`src/rtl/cpu_debug_scanner.sv`:
```
// cpu_debug_scanner
// Walks the CPU debug slots (GPRs, PC, instruction, watch address, watch
// data), captures each one and offers it to the display writer as a
// valid/ready transaction. After the last slot is accepted it idles for
// REFRESH_GAP cycles before starting the next frame.
//
// Ports:
//   clk, reset     free-running board clock, async active-high reset
//   rf_addr/rf_data   register-file debug read (combinational in the CPU)
//   mem_addr/mem_data memory-watch read (combinational in the CPU)
//   cpu_pc, cpu_inst  live CPU state
//   mem_addr_in, mem_addr_load  user update of the watch address
//   disp_valid/disp_ready/disp_slot/disp_value  slot transaction
//   frame_done     one-cycle pulse after the last slot is accepted
module cpu_debug_scanner #(
   parameter int unsigned NUM_RF      = 32,
   parameter int unsigned REFRESH_GAP = 50000,
   parameter int unsigned GAP_W       = 16
) (
   input  logic        clk,
   input  logic        reset,
   output logic [4:0]  rf_addr,
   input  logic [31:0] rf_data,
   output logic [31:0] mem_addr,
   input  logic [31:0] mem_data,
   input  logic [31:0] cpu_pc,
   input  logic [31:0] cpu_inst,
   input  logic [31:0] mem_addr_in,
   input  logic        mem_addr_load,
   output logic        disp_valid,
   input  logic        disp_ready,
   output logic [5:0]  disp_slot,
   output logic [31:0] disp_value,
   output logic        frame_done
);

   localparam int unsigned SLOT_W = 6;
   localparam int unsigned RF_W   = 5;
   localparam int unsigned DATA_W = 32;

   localparam logic [SLOT_W-1:0] SLOT_PC    = SLOT_W'(NUM_RF);
   localparam logic [SLOT_W-1:0] SLOT_INST  = SLOT_W'(NUM_RF + 1);
   localparam logic [SLOT_W-1:0] SLOT_MADDR = SLOT_W'(NUM_RF + 2);
   localparam logic [SLOT_W-1:0] SLOT_LAST  = SLOT_W'(NUM_RF + 3);

   typedef enum logic [1:0] {
      ST_GAP,
      ST_ADDR,
      ST_CAPT,
      ST_SEND
   } state_t;

   state_t              state_q, state_d;
   logic [GAP_W-1:0]    gap_q, gap_d;
   logic [SLOT_W-1:0]   slot_q, slot_d;
   logic [RF_W-1:0]     rf_addr_q, rf_addr_d;
   logic [DATA_W-1:0]   mem_addr_q, mem_addr_d;
   logic                valid_q, valid_d;
   logic [DATA_W-1:0]   value_q, value_d;
   logic                frame_done_q, frame_done_d;
   logic [DATA_W-1:0]   capt_src_c;

   // The two low address bits are dropped: watch reads are word aligned.
   logic unused_addr_lsbs;
   assign unused_addr_lsbs = ^mem_addr_in[1:0];

   // Source of the value latched in CAPT, chosen by the current slot.
   always_comb begin
      capt_src_c = rf_data;
      if (slot_q == SLOT_PC) begin
         capt_src_c = cpu_pc;
      end else if (slot_q == SLOT_INST) begin
         capt_src_c = cpu_inst;
      end else if (slot_q == SLOT_MADDR) begin
         capt_src_c = mem_addr_q;
      end else if (slot_q == SLOT_LAST) begin
         capt_src_c = mem_data;
      end
   end

   // State register and all registered outputs.
   always_ff @(posedge clk or posedge reset) begin
      if (reset) begin
         state_q      <= ST_GAP;
         gap_q        <= '0;
         slot_q       <= '0;
         rf_addr_q    <= '0;
         mem_addr_q   <= '0;
         valid_q      <= 1'b0;
         value_q      <= '0;
         frame_done_q <= 1'b0;
      end else begin
         state_q      <= state_d;
         gap_q        <= gap_d;
         slot_q       <= slot_d;
         rf_addr_q    <= rf_addr_d;
         mem_addr_q   <= mem_addr_d;
         valid_q      <= valid_d;
         value_q      <= value_d;
         frame_done_q <= frame_done_d;
      end
   end

   // Next-state and next-output logic.
   always_comb begin
      state_d      = state_q;
      gap_d        = gap_q;
      slot_d       = slot_q;
      rf_addr_d    = rf_addr_q;
      valid_d      = valid_q;
      value_d      = value_q;
      frame_done_d = 1'b0;

      // Watch address updates in any state; CAPT of the same cycle still
      // sees the old register value.
      mem_addr_d = mem_addr_q;
      if (mem_addr_load) begin
         mem_addr_d = {mem_addr_in[31:2], 2'b00};
      end

      case (state_q)
         ST_GAP: begin
            if (gap_q == '0) begin
               slot_d  = '0;
               state_d = ST_ADDR;
            end else begin
               gap_d = gap_q - GAP_W'(1);
            end
         end

         // rf_addr is registered here so the read settles for all of CAPT.
         ST_ADDR: begin
            if (slot_q < SLOT_PC) begin
               rf_addr_d = slot_q[RF_W-1:0];
            end
            state_d = ST_CAPT;
         end

         ST_CAPT: begin
            value_d = capt_src_c;
            valid_d = 1'b1;
            state_d = ST_SEND;
         end

         ST_SEND: begin
            if (valid_q && disp_ready) begin
               valid_d = 1'b0;
               if (slot_q == SLOT_LAST) begin
                  frame_done_d = 1'b1;
                  gap_d        = GAP_W'(REFRESH_GAP);
                  slot_d       = '0;
                  state_d      = ST_GAP;
               end else begin
                  slot_d  = slot_q + SLOT_W'(1);
                  state_d = ST_ADDR;
               end
            end
         end

         default: begin
            state_d = ST_GAP;
         end
      endcase
   end

   assign rf_addr    = rf_addr_q;
   assign mem_addr   = mem_addr_q;
   assign disp_valid = valid_q;
   assign disp_slot  = slot_q;
   assign disp_value = value_q;
   assign frame_done = frame_done_q;

endmodule

```
`config.mk`:
```
export PLATFORM = sky130hd
export DESIGN_NAME = cpu_debug_scanner
export DESIGN_NICKNAME = d
export VERILOG_FILES = /design/src/rtl/cpu_debug_scanner.sv
export SDC_FILE = /design/constraint.sdc
export NUM_CORES = 1
export LEC_CHECK = 0
export ABC_AREA = 1
export CAP_MARGIN = 20
export CORE_MARGIN = 2
export CORE_UTILIZATION = 39
export CTS_CLUSTER_DIAMETER = 200
export DETAILED_ROUTE_END_ITERATION = 8
export PLACE_DENSITY = 0.86
export SLEW_MARGIN = 10
export SYNTH_ARGS = -nofsm -noshare
export SYNTH_HDL_FRONTEND = slang
export SYNTH_SLANG_ARGS = --single-unit
export TNS_END_PERCENT = 100
```
`constraint.sdc`:
```
create_clock -name clk -period 2.8 [get_ports clk]
set_input_delay 0.42 -clock clk [delete_from_list [all_inputs] [get_ports clk]]
set_output_delay 0.42 -clock clk [all_outputs]
set_load 0.01 [all_outputs]
```
==> results.md, run 1 <==
- WHS Path Cells: 2
- Post-CTS Setup Repair Bufs: 0
- Routed WL: 19.01 mm
- Die ar.: ~15000 um^2
- Clk buf depth: 2
- Worst Tran Pin Value: 571.9 ps
- Total Neg Setup Slack: 0 ps
- Row count: 43
- Post-CTS sizing: 0
- Setup CP Type: register to register
- Area Overhead vs Synth: 51.43%
- Worst min path class: register to register
- Core area: 13990 um^2
- CP Data Arrival Time: 2290 ps
- Post-route cell area: 8551 um^2
- XOR/XNOR Fraction of Synth Area: 0.01086
- Hold Vio Cnt, Final: 0
- Synth warn: 0
- Global-route wire length before repair: just over 30 mm
- Clock-pin slew on the worst setup and hold paths: 70 ps
- FMAX: 498.9 MHz
- Antenna cell count: 0
- Sequential fraction of the synthesis area: 0.4121
- Initial DRC Count: around 310
- Syn Inst Count: 768
- CTS tree: built
- CP Depth: 10
- Cell area after placement: 8212 um^2
- CTS Buf Count: 9
- Fill cells: 1216
- # DRC: 0
- Max incr delay on CP: 460 ps
- Syn_area_per_cell: 7.352 um^2
- Max_cap viols: 0
- Post-synthesis simple-gate area fraction: 0.3430
- Largest family of logic cells by synthesized area: simple AND/OR/NAND/NOR gates
- Initial Utilization: 0.4037
- CP Data Required Time: between 3000 and 4000 ps
- Die Height: around 120 um
- Worst Setup End Kind: register
- All-Layer GR Usage: 0.2493
- Crit share post-route: 0.7158
- Post-detailed-route count of antenna-violating nets: 0
- Slew headroom: 0.6187
- #FFs+latches synth: 93
- Setup slack after layout: 795.7 ps
- RSZ-0062 raised after global routing: false
- Hold_buf cts: 0
- Post-detail-place hpwl: 13.50 mm
- Max-slew violation count: 0
- Compound-Gate Fraction of Synth Area: 0.05584
- Peak VDD IR: between 400 and 500 uV
- Worst skew pair latency: 340 ps
- Clock Skew: 5.231 ps
- Pre-Repair DR Iteration Count: 5
- Final net count: between 1000 and 1500
- P per Cell Area: 728.5 nW/um^2
- Proportion of synthesized area in mux cells: 0.06182
- Share of cells above drive strength 1: 0.1082
- Buf/Inv on CP: 4
- H-tree Lvls: 3
- Crit path max-delay family: buffers and inverters
- Die W: 124.3 um
- Synth Cell Area: 5647 um^2
- Number of port buffers: 236
- Tmin final: approximately 2000 ps
- Status: finished clean
- Most common cell on crit path: inv_1
- Startpoint types: register
- Vias: 5928
- Initial antenna violation count: 0
- Vias per cell: 5.032
- Number of global-route vias before repair: 6107
- Adder-cell share of the synthesized area: 0.01994
- Root buffer cell: clkbuf_16
- Setup Slack @ Placement: 782.0 ps
- Final Wtd Congestion: about 0.88
- Slowest CP cell: dfrtp_1
- Leakage: between 0.004 and 0.005 uW
- Critical path fanouts, max: 21
- Clock Sinks: 93
- Finish-stage setup viols: 0
- Hold WS: 477.8 ps
- Netlist cell types: 29
- Wirelength per Cell: 16.14 um
- Global route overflow: 0
- I/O Pins: 241
- CP cell instances: inv_1 -> ha_1 -> inv_1 -> nand4_1 -> inv_1 -> buf_12 -> nand2_1 -> nand3_1 -> nand3_1 -> nand2_1
- Worst R2R Path Depth: 10
- Largest net degree at the start of global routing: 94
## layer usage
metal / track usage / share of wire / routed length (um) / vias up
met5: 0 / 0 / 0 / -
met4: 0.1011 / 0.031 / 592 / 0
met3: 0.04940 / 0.065 / 1233 / 38
met2: 0.4410 / 0.49 / 9351 / 233
met1: 0.2958 / 0.41 / 7835 / 2777
li1: - / - / - / 2880
## state kept, by name, indices dropped and copies added, names as in the netlist
name / count
disp_valid: 1
mem_addr: 30
rf_addr: 5
state_q: 2
gap_q: 16
disp_value: 32
disp_slot: 6
frame_done: 1
## tightest hold or removal path: stages, from the launching register on
cell     delay (ps)
dfrtp_1         340
nand2_1          50
nand2_1          50
## cells in the final DEF (no fill, tap or decap), types with 4 or more instances in the layout
cell	instances
clkdlybuf4s50_1	236
buf_4	12
a21oi_1	31
clkbuf_16	9
ha_1	9
o21ai_1	12
o21ai_0	17
nand3_1	114
inv_1	87
xor2_1	6
nor2_1	28
dfrtp_1	93
nand3b_1	5
buf_12	4
nand2_1	242
mux2_2	31
or2_2	33
## Yosys cell counts (all sizes together)
cell type  instances  area (um^2)
xnor2              1        8.760
nor2              33        148.9
buf               25        150.1
a21oi             31        155.2
mux2              31        349.1
nand3            117        600.6
nand2            243        914.6
nand4              3        18.77
o21ai             29        145.1
ha                 9        112.6
o21bai             1        7.510
nor3               2        10.01
clkbuf            14        52.55
inv               90        337.8
dfrtp             93         2327
xor2               6        52.55
or2               33        206.5
nand3b             5        37.54
o211ai             1        7.510
conb               1        3.750
## metrics by stage
stage | total power (uW) | instances | util
after floorplan | 3577 | 769 | -
after global placement | 4752 | 1162 | 0.5870
after detailed placement | 4838 | 1162 | 0.5870
after CTS | 6277 | 1178 | 0.6113
after global routing | 6687 | 1178 | 0.6113
final | 6229 | 1178 | 0.6113
## layout make-up
type                    instances  area [um^2]  share of cell area
repair buffers                252         2532              0.2962
multi-input cells             547         2785              0.3257
inverters                      90        341.6             0.03995
clock buffers                   9        225.2             0.02634
clock inverters                 7        113.9             0.01332
flip-flops and latches         93         2327              0.2722
well taps                     180        225.2             0.02634
## report_power, final
group / internal [uW] / switching, uW
Combinational: 1300 / 1460
Clock: 870 / 537
Sequential: 1760 / 300
## cell families after synthesis
kind of cell	after synthesis
simple gates	436
buf+inv	129
flops	93
compound gates	62
mux	31
fa+ha+maj	9
xor+xnor	7
other cells	1
## final timing paths
| path | start | end | slack (ps) |
|---|---|---|---|
| max | disp_slot[1]$_DFFE_PP0P_ | disp_value[6]$_DFFE_PP0P_ | 800 |
| min | disp_value[16]$_DFFE_PP0P_ | disp_value[16]$_DFFE_PP0P_ | 480 |
| max reg2reg | disp_slot[1]$_DFFE_PP0P_ | disp_value[6]$_DFFE_PP0P_ | 800 |
| min reg2reg | disp_value[16]$_DFFE_PP0P_ | disp_value[16]$_DFFE_PP0P_ | 480 |
| max in group asynchronous | reset | rf_addr[2]$_DFFE_PP0P_ | 1790 |
| min in group asynchronous | reset | disp_value[0]$_DFFE_PP0P_ | 530 |
No activity file was read; power rests on OpenSTA's default activity.
==> run 2, diff against run 1 <==
CORE_UTILIZATION = 43   (was 39)
PLACE_DENSITY = 0.89   (was 0.86)
clock period = 2.09 ns   (was 2.8 ns; I/O delays follow)
==> run 2 against run 1 <==
Net effect: first-iteration DRC count is 45% higher; sequential power up 35%; design area down 0.69%; critical path depth is 2 lower; combinational power is 34% higher; clock-buffer cell count grew 4; hold slack worse by 15 ps; core utilization increased by 5.6 points; non-clock buffer count increased by 5; worst setup slack worse by 570 ps; critical endpoint is now disp_slot[3]$_DFFE_PP0P_.
==> results.md, run 2 (synthesized netlist as in run 1, its figures left out) <==
- Slew headroom: 0.6592 (+0.04051)
- CTS tree: built
- Hold WS: 462.9 ps (-14.88 ps)
- Number of flip-flops in the largest register: 32 (unchanged)
- CP Data Arrival Time: 2110 ps (-180 ps)
- Tmin final: 1866 ps (-138.1 ps)
- Slowest CP cell: dfrtp_1
- Root buffer cell: clkbuf_16
- Die W: 118.6 um (-4.6%)
- Leakage: 0.004035 uW (-0.49%)
- Worst Setup End Kind: register
- Worst Tran Pin Value: 511.2 ps (-60.76 ps)
- Buf/Inv on CP: 1 (-3)
- Routed WL: 19.07 mm (+0.33%)
- Number of port buffers: 236 (unchanged)
- Wirelength per Cell: 16.25 um (+0.67%)
- All-Layer GR Usage: 0.2719 (+0.02265)
- Pre-Repair DR Iteration Count: 8 (+3)
- Max incr delay on CP: 370 ps (-90 ps)
- Critical path fanouts, max: 12 (-43%)
- Reg-to-reg critical path endpoint: disp_slot[3]$_DFFE_PP0P_
- Clock Sinks: 93 (unchanged)
- Core area: 12720 um^2 (-9.1%)
- Final core occ: 0.6675 (+0.05622)
- Final net count: 1171 (+0.43%)
- Startpoint types: register
- Total Neg Setup Slack: 0 ps (unchanged)
- CP Data Required Time: 2330 ps (-750 ps)
- P_sw: 3035 uW (+32%)
- Post-detail-place hpwl: 14.09 mm (+4.4%)
- Clk pwr share: 0.186 (-0.040)
- Cell area after placement: 8227 um^2 (+0.18%)
- Initial antenna violation count: 0 (unchanged)
- Fin cells: 1174 (-0.34%)
- Worst R2R Path Depth: 8 (-2)
- Die ar.: 14060 um^2 (-9.0%)
- Row count: 41 (-4.7%)
- RSZ-0062 raised after global routing: false
- Clk buf depth: 2 (unchanged)
- Post-detailed-route count of antenna-violating nets: 0 (unchanged)
- Fill cells: 1050 (-14%)
- Vias per cell: 5.110 (+1.5%)
- Setup CP Type: register to register
- Global route overflow: 0 (unchanged)
- # DRC: 0 (unchanged)
- Logic pwr share: 0.465 (+0.022)
- Share of cells above drive strength 1: 0.1088 (+0.0005660)
- Max-slew violation count: 0 (unchanged)
- CP cell instances: inv_1 -> ha_1 -> nand3_2 -> nor2_1 -> nand3b_1 -> nand2_1 -> nand2_1 -> o21ai_0
- Int Power: 4936 uW (+25%)
- Most frequent cells in the layout: 242 x nand2_1, 236 x clkdlybuf4s50_1, 114 x nand3_1, 93 x dfrtp_1, 87 x inv_1
- FMAX: 535.8 MHz (+7.4%)
- Worst min path class: primary input to async pin
- Die Height: 118.6 um (-4.6%)
- Placed cells: 1159 (-0.26%)
- Peak VDD IR: 513.0 uV (+13%)
- Vias: 5999 (+1.2%)
- Global-route wire length before repair: 30.33 mm (-1.5%)
- Most common cell on crit path: nand2_1
- Finish-stage setup viols: 0 (unchanged)
- Area Overhead vs Synth: 50.39%
- Number of global-route vias before repair: 6083 (-0.39%)
- R2r setup slk: 220 ps (-570 ps)
- CTS Buf Count: 9 (unchanged)
- Antenna cell count: 0 (unchanged)
- Switching Fraction: 0.3808 (+0.01216)
- Clock Skew: 7.214 ps (+1.983 ps)
- Largest net degree at the start of global routing: 94 (unchanged)
- H-tree Lvls: 3 (unchanged)
- I/O Pins: 241 (unchanged)
- Final Wtd Congestion: 0.8996 (+1.7%)
- FF-to-FF Start: gap_q[0]$_DFFE_PP0P_
- Post-route cell area: 8492 um^2 (-0.69%)
- Initial DRC Count: 443 (+45%)
- Most common cell after layout, fill and taps aside: nand2_1
- Status: finished clean
- Crit share post-route: 0.8929 (+0.1771)
- Crit path max-delay family: simple AND/OR/NAND/NOR gates
- P per Cell Area: 938.6 nW/um^2 (+29%)
- Sequential power share: 0.348 (+0.017)
- Worst skew pair latency: 340 ps (about the same)
- Clock-pin slew on the worst setup and hold paths: 60 ps (about the same)
- Multi-input combinational cell area: 2790 um^2 (+0.18%)
- Hold Vio Cnt, Final: 0 (unchanged)
- Max_cap viols: 0 (unchanged)
- FF+latch area: 2327 um^2 (unchanged)
- Hold_buf cts: 0 (unchanged)
- Initial Utilization: 0.4438 (+0.04018)
==> run 2: cell type report <==
class                      instances  area share
inverter                          90     0.04022
tap                              172     0.02534
sequential                        93      0.2741
clock inverter                     2    0.001179
multi-input combinational        547      0.3286
clock buffer                      13     0.02947
timing repair buffer             257      0.3012
==> run 2: how the worst max path moves through the flow <==
stage	startpoint	to	slack, ps	cells past startpoint
2_1_floorplan	disp_slot[0]$_DFFE_PP0P_	disp_value[0]$_DFFE_PP0P_	460	8
3_3_place_gp	disp_slot[0]$_DFFE_PP0P_	disp_value[4]$_DFFE_PP0P_	310	9
3_5_place_dp	gap_q[0]$_DFFE_PP0P_	gap_q[11]$_DFFE_PP0P_	220	10
4_1_cts	gap_q[0]$_DFFE_PP0P_	gap_q[11]$_DFFE_PP0P_	200	10
5_1_grt	gap_q[0]$_DFFE_PP0P_	gap_q[10]$_DFFE_PP0P_	10	11
6_report	gap_q[0]$_DFFE_PP0P_	disp_slot[3]$_DFFE_PP0P_	220	8
==> run 2: worst min-delay path, delay by kind of cell <==
family,cells,cell delay (ps)
buf+inv,3,940
==> run 2: repair_timing <==
item	4_1_cts	5_1_grt
gates resized for setup	0	1
hold endpoints to repair	0	0
setup endpoints to repair	0	2
setup buffers	0	0
==> run 2: per-stage QoR <==
stage	setup slack [ps]	power, uW
after detailed placement	224.1	6473
after CTS	204.9	8017
after floorplan	462.1	4793
after global routing	13.25	8565
final	223.8	7971
after global placement	309.2	6320
==> run 2: routing by layer <==
layer,global-route usage,share of wire,vias up
met3,0.05068,0.084,53
li1,-,-,2885
met1,0.3112,0.38,2759
met5,0,0,-
met2,0.4903,0.50,302
met4,0.1205,0.034,0
==> run 2: power by group through the flow <==
| stage | Combinational, uW | Sequential [uW] | Clock, uW |
|---|---|---|---|
| global route | 4110 | 2850 | 1600 |
| detailed placement | 3680 | 2790 | 0 |
| global placement | 3560 | 2760 | 0 |
| finish | 3710 | 2780 | 1480 |
| floorplan | 1880 | 2910 | 0 |
| CTS | 3710 | 2770 | 1540 |
==> run 3, diff against run 2 <==
PLACE_DENSITY = not set   (was 0.89)
PLACE_DENSITY_LB_ADDON = 0.25   (was not set)
==> run 3 against run 2 <==
Net effect: register-to-register slack about the same; combinational power hardly changed; wire length is 2.5% lower; power rose by 0.71%; global-route usage fell by 0.39 points; non-clock buffer count up 4; flip-flop and latch count is the same; design area grew 1.5%; via count decreased by 2.4%; first-iteration DRC count down 28%; critical path type unchanged.
==> results.md, run 3 (synthesized netlist as in run 1, its figures left out) <==
- Root buffer cell: clkbuf_16
- CTS Buf Count: 9 (unchanged)
- Area Overhead vs Synth: 52.71%
- FF-to-FF Start: disp_slot[1]$_DFFE_PP0P_
- CTS tree: built
- Largest net degree at the start of global routing: 34 (-64%)
- CP Data Required Time: 2350 ps (+20 ps)
- Die Height: 118.6 um (unchanged)
- # DRC: 0 (unchanged)
- Finish-stage setup viols: 0 (unchanged)
- Worst Tran Pin Value: 564.3 ps (+53.16 ps)
- Most frequent cells in the layout: 242 x nand2_1, 236 x clkdlybuf4s50_1, 114 x nand3_1, 93 x dfrtp_1, 87 x inv_1
- RSZ-0062 raised after global routing: false
- Tmin final: 1878 ps (+11.69 ps)
- Max_cap viols: 0 (unchanged)
- Routed WL: 18.61 mm (-2.5%)
- Sequential power share: 0.344 (-0.004)
- P_sw: 3016 uW (-0.61%)
- Tot Pwr: 8027 uW (+0.71%)
- Number of port buffers: 236 (unchanged)
- Setup CP Type: register to register
- Int Power: 5011 uW (+1.5%)
- Final core occ: 0.6778 (+0.01033)
- Critical path fanouts, max: 22 (+10)
- Final net count: 1175 (+0.34%)
- Row count: 41 (unchanged)
- Global-route wire length before repair: 29.76 mm (-1.9%)
- Number of flip-flops in the largest register: 32 (unchanged)
- Wirelength per Cell: 15.81 um (-2.7%)
- Vias: 5857 (-2.4%)
- Worst Setup End Kind: register
- Global route overflow: 0 (unchanged)
- Antenna cell count: 0 (unchanged)
- Post-detailed-route count of antenna-violating nets: 0 (unchanged)
- Startpoint types: register
- Slew headroom: 0.6230 (-0.03623)
- Initial antenna violation count: 0 (unchanged)
- Logic pwr share: 0.466 (about the same)
- Post-CTS Setup Repair Bufs: 0 (unchanged)
- Most common cell after layout, fill and taps aside: nand2_1
- CP Data Arrival Time: 2130 ps (+20 ps)
- Number of global-route vias before repair: 5728 (-5.8%)
- Die ar.: 14060 um^2 (unchanged)
- Clk pwr share: 0.190 (+0.004)
- Worst min path class: primary input to async pin
- H-tree Lvls: 3 (unchanged)
- Leakage: 0.004099 uW (+1.6%)
- Total Neg Setup Slack: 0 ps (unchanged)
- Initial Utilization: 0.4438 (unchanged)
- Slowest CP cell: dfrtp_1
- Clock-pin slew on the worst setup and hold paths: 60 ps (about the same)
- Clock Sinks: 93 (unchanged)
- Peak VDD IR: 492.0 uV (-4.1%)
- P per Cell Area: 930.9 nW/um^2 (-0.83%)
- Max incr delay on CP: 450 ps (+80 ps)
- Share of cells above drive strength 1: 0.1134 (+0.004650)
- Die W: 118.6 um (unchanged)
- Crit share post-route: 0.8985 (+0.005591)
- Hold_buf cts: 0 (unchanged)
- Pre-Repair DR Iteration Count: 4 (-4)
- FMAX: 532.5 MHz (-0.62%)
- Worst skew pair latency: 340 ps (about the same)
- Initial DRC Count: 321 (-28%)
- Hold Vio Cnt, Final: 0 (unchanged)
- Multi-input combinational cell area: 2785 um^2 (-0.18%)
- FF+latch area: 2327 um^2 (unchanged)
- Worst R2R Path Depth: 6 (-2)
- Fin cells: 1177 (+0.26%)
- R2r setup slk: 210 ps (about the same)
- Clock Skew: 5.402 ps (-1.812 ps)
- Clk buf depth: 2 (unchanged)
- All-Layer GR Usage: 0.2680 (-0.003918)
- Core area: 12720 um^2 (unchanged)
- Post-detail-place hpwl: 13.76 mm (-2.4%)
- Placed cells: 1163 (+0.35%)
- I/O Pins: 241 (unchanged)
- Vias per cell: 4.976 (-2.6%)
- Max-slew violation count: 0 (unchanged)
- Final Wtd Congestion: 0.8919 (-0.86%)
- Hold WS: 389.2 ps (-73.73 ps)
- CP cell instances: ha_1 -> nand3_2 -> o21ai_1 -> nand2_2 -> buf_12 -> o21ai_0
- Switching Fraction: 0.3758 (-0.005001)
- Fill cells: 1124 (+7.0%)
- Post-CTS sizing: 0 (unchanged)
- Status: finished clean
- Reg-to-reg critical path endpoint: gap_q[11]$_DFFE_PP0P_
-- run 3: cell types whose count changed in the layout (fill, tap and decap cells not counted) --
cell,change
clkbuf_1,-2
buf_12,+8
nand2_2,+1
nand2_4,-1
clkbuf_8,+1
buf_4,-4
-- run 3: stage by stage --
step                      setup WS (ps)  area, um^2
after floorplan                   462.1        5654
after global routing              2.443        8623
after global placement            228.7        8357
after detailed placement          219.2        8357
final                             212.1        8623
after CTS                         183.4        8623
-- run 3: critical path: cells and delay by family, from the launching register on --
family	cells	cell delay, ps
fa+ha+maj	1	290
flops	1	450
buf+inv	1	160
compound gates	2	440
simple gates	2	440
-- run 3: power groups by stage --
stage / logic (uW) / registers (uW) / clock network (uW)
2_1_floorplan: 1880 / 2910 / 0
5_1_grt: 4180 / 2840 / 1640
6_report: 3740 / 2770 / 1520
3_3_place_gp: 3680 / 2770 / 0
3_5_place_dp: 3760 / 2780 / 0
4_1_cts: 3780 / 2760 / 1560
-- run 3: metal layers --
metal / GRT usage / wire length (um) / up-vias / share of wire
met5: 0 / 0 / - / 0
met4: 0.08259 / 399 / 0 / 0.021
met3: 0.06757 / 1400 / 30 / 0.075
met2: 0.4623 / 9148 / 220 / 0.49
met1: 0.3285 / 7657 / 2714 / 0.41
li1: - / - / 2893 / -
-- run 3: final cells by class --
class,instances,area share
Multi-Input combinational cell,547,0.3230
Clock buffer,12,0.02974
Tap cell,172,0.02496
Sequential cell,93,0.2699
Inverter,90,0.03961
Timing Repair Buffer,261,0.3117
Clock inverter,2,0.001161
-- run 3: how the worst max path moves through the flow --
stage / endpoint / from / slack, ps
final: gap_q[11]$_DFFE_PP0P_ / disp_slot[1]$_DFFE_PP0P_ / 210
after global routing: gap_q[11]$_DFFE_PP0P_ / disp_slot[1]$_DFFE_PP0P_ / 2
after global placement: gap_q[11]$_DFFE_PP0P_ / disp_slot[1]$_DFFE_PP0P_ / 230
after detailed placement: gap_q[11]$_DFFE_PP0P_ / disp_slot[1]$_DFFE_PP0P_ / 220
after CTS: gap_q[11]$_DFFE_PP0P_ / disp_slot[1]$_DFFE_PP0P_ / 180
after floorplan: disp_value[0]$_DFFE_PP0P_ / disp_slot[0]$_DFFE_PP0P_ / 460
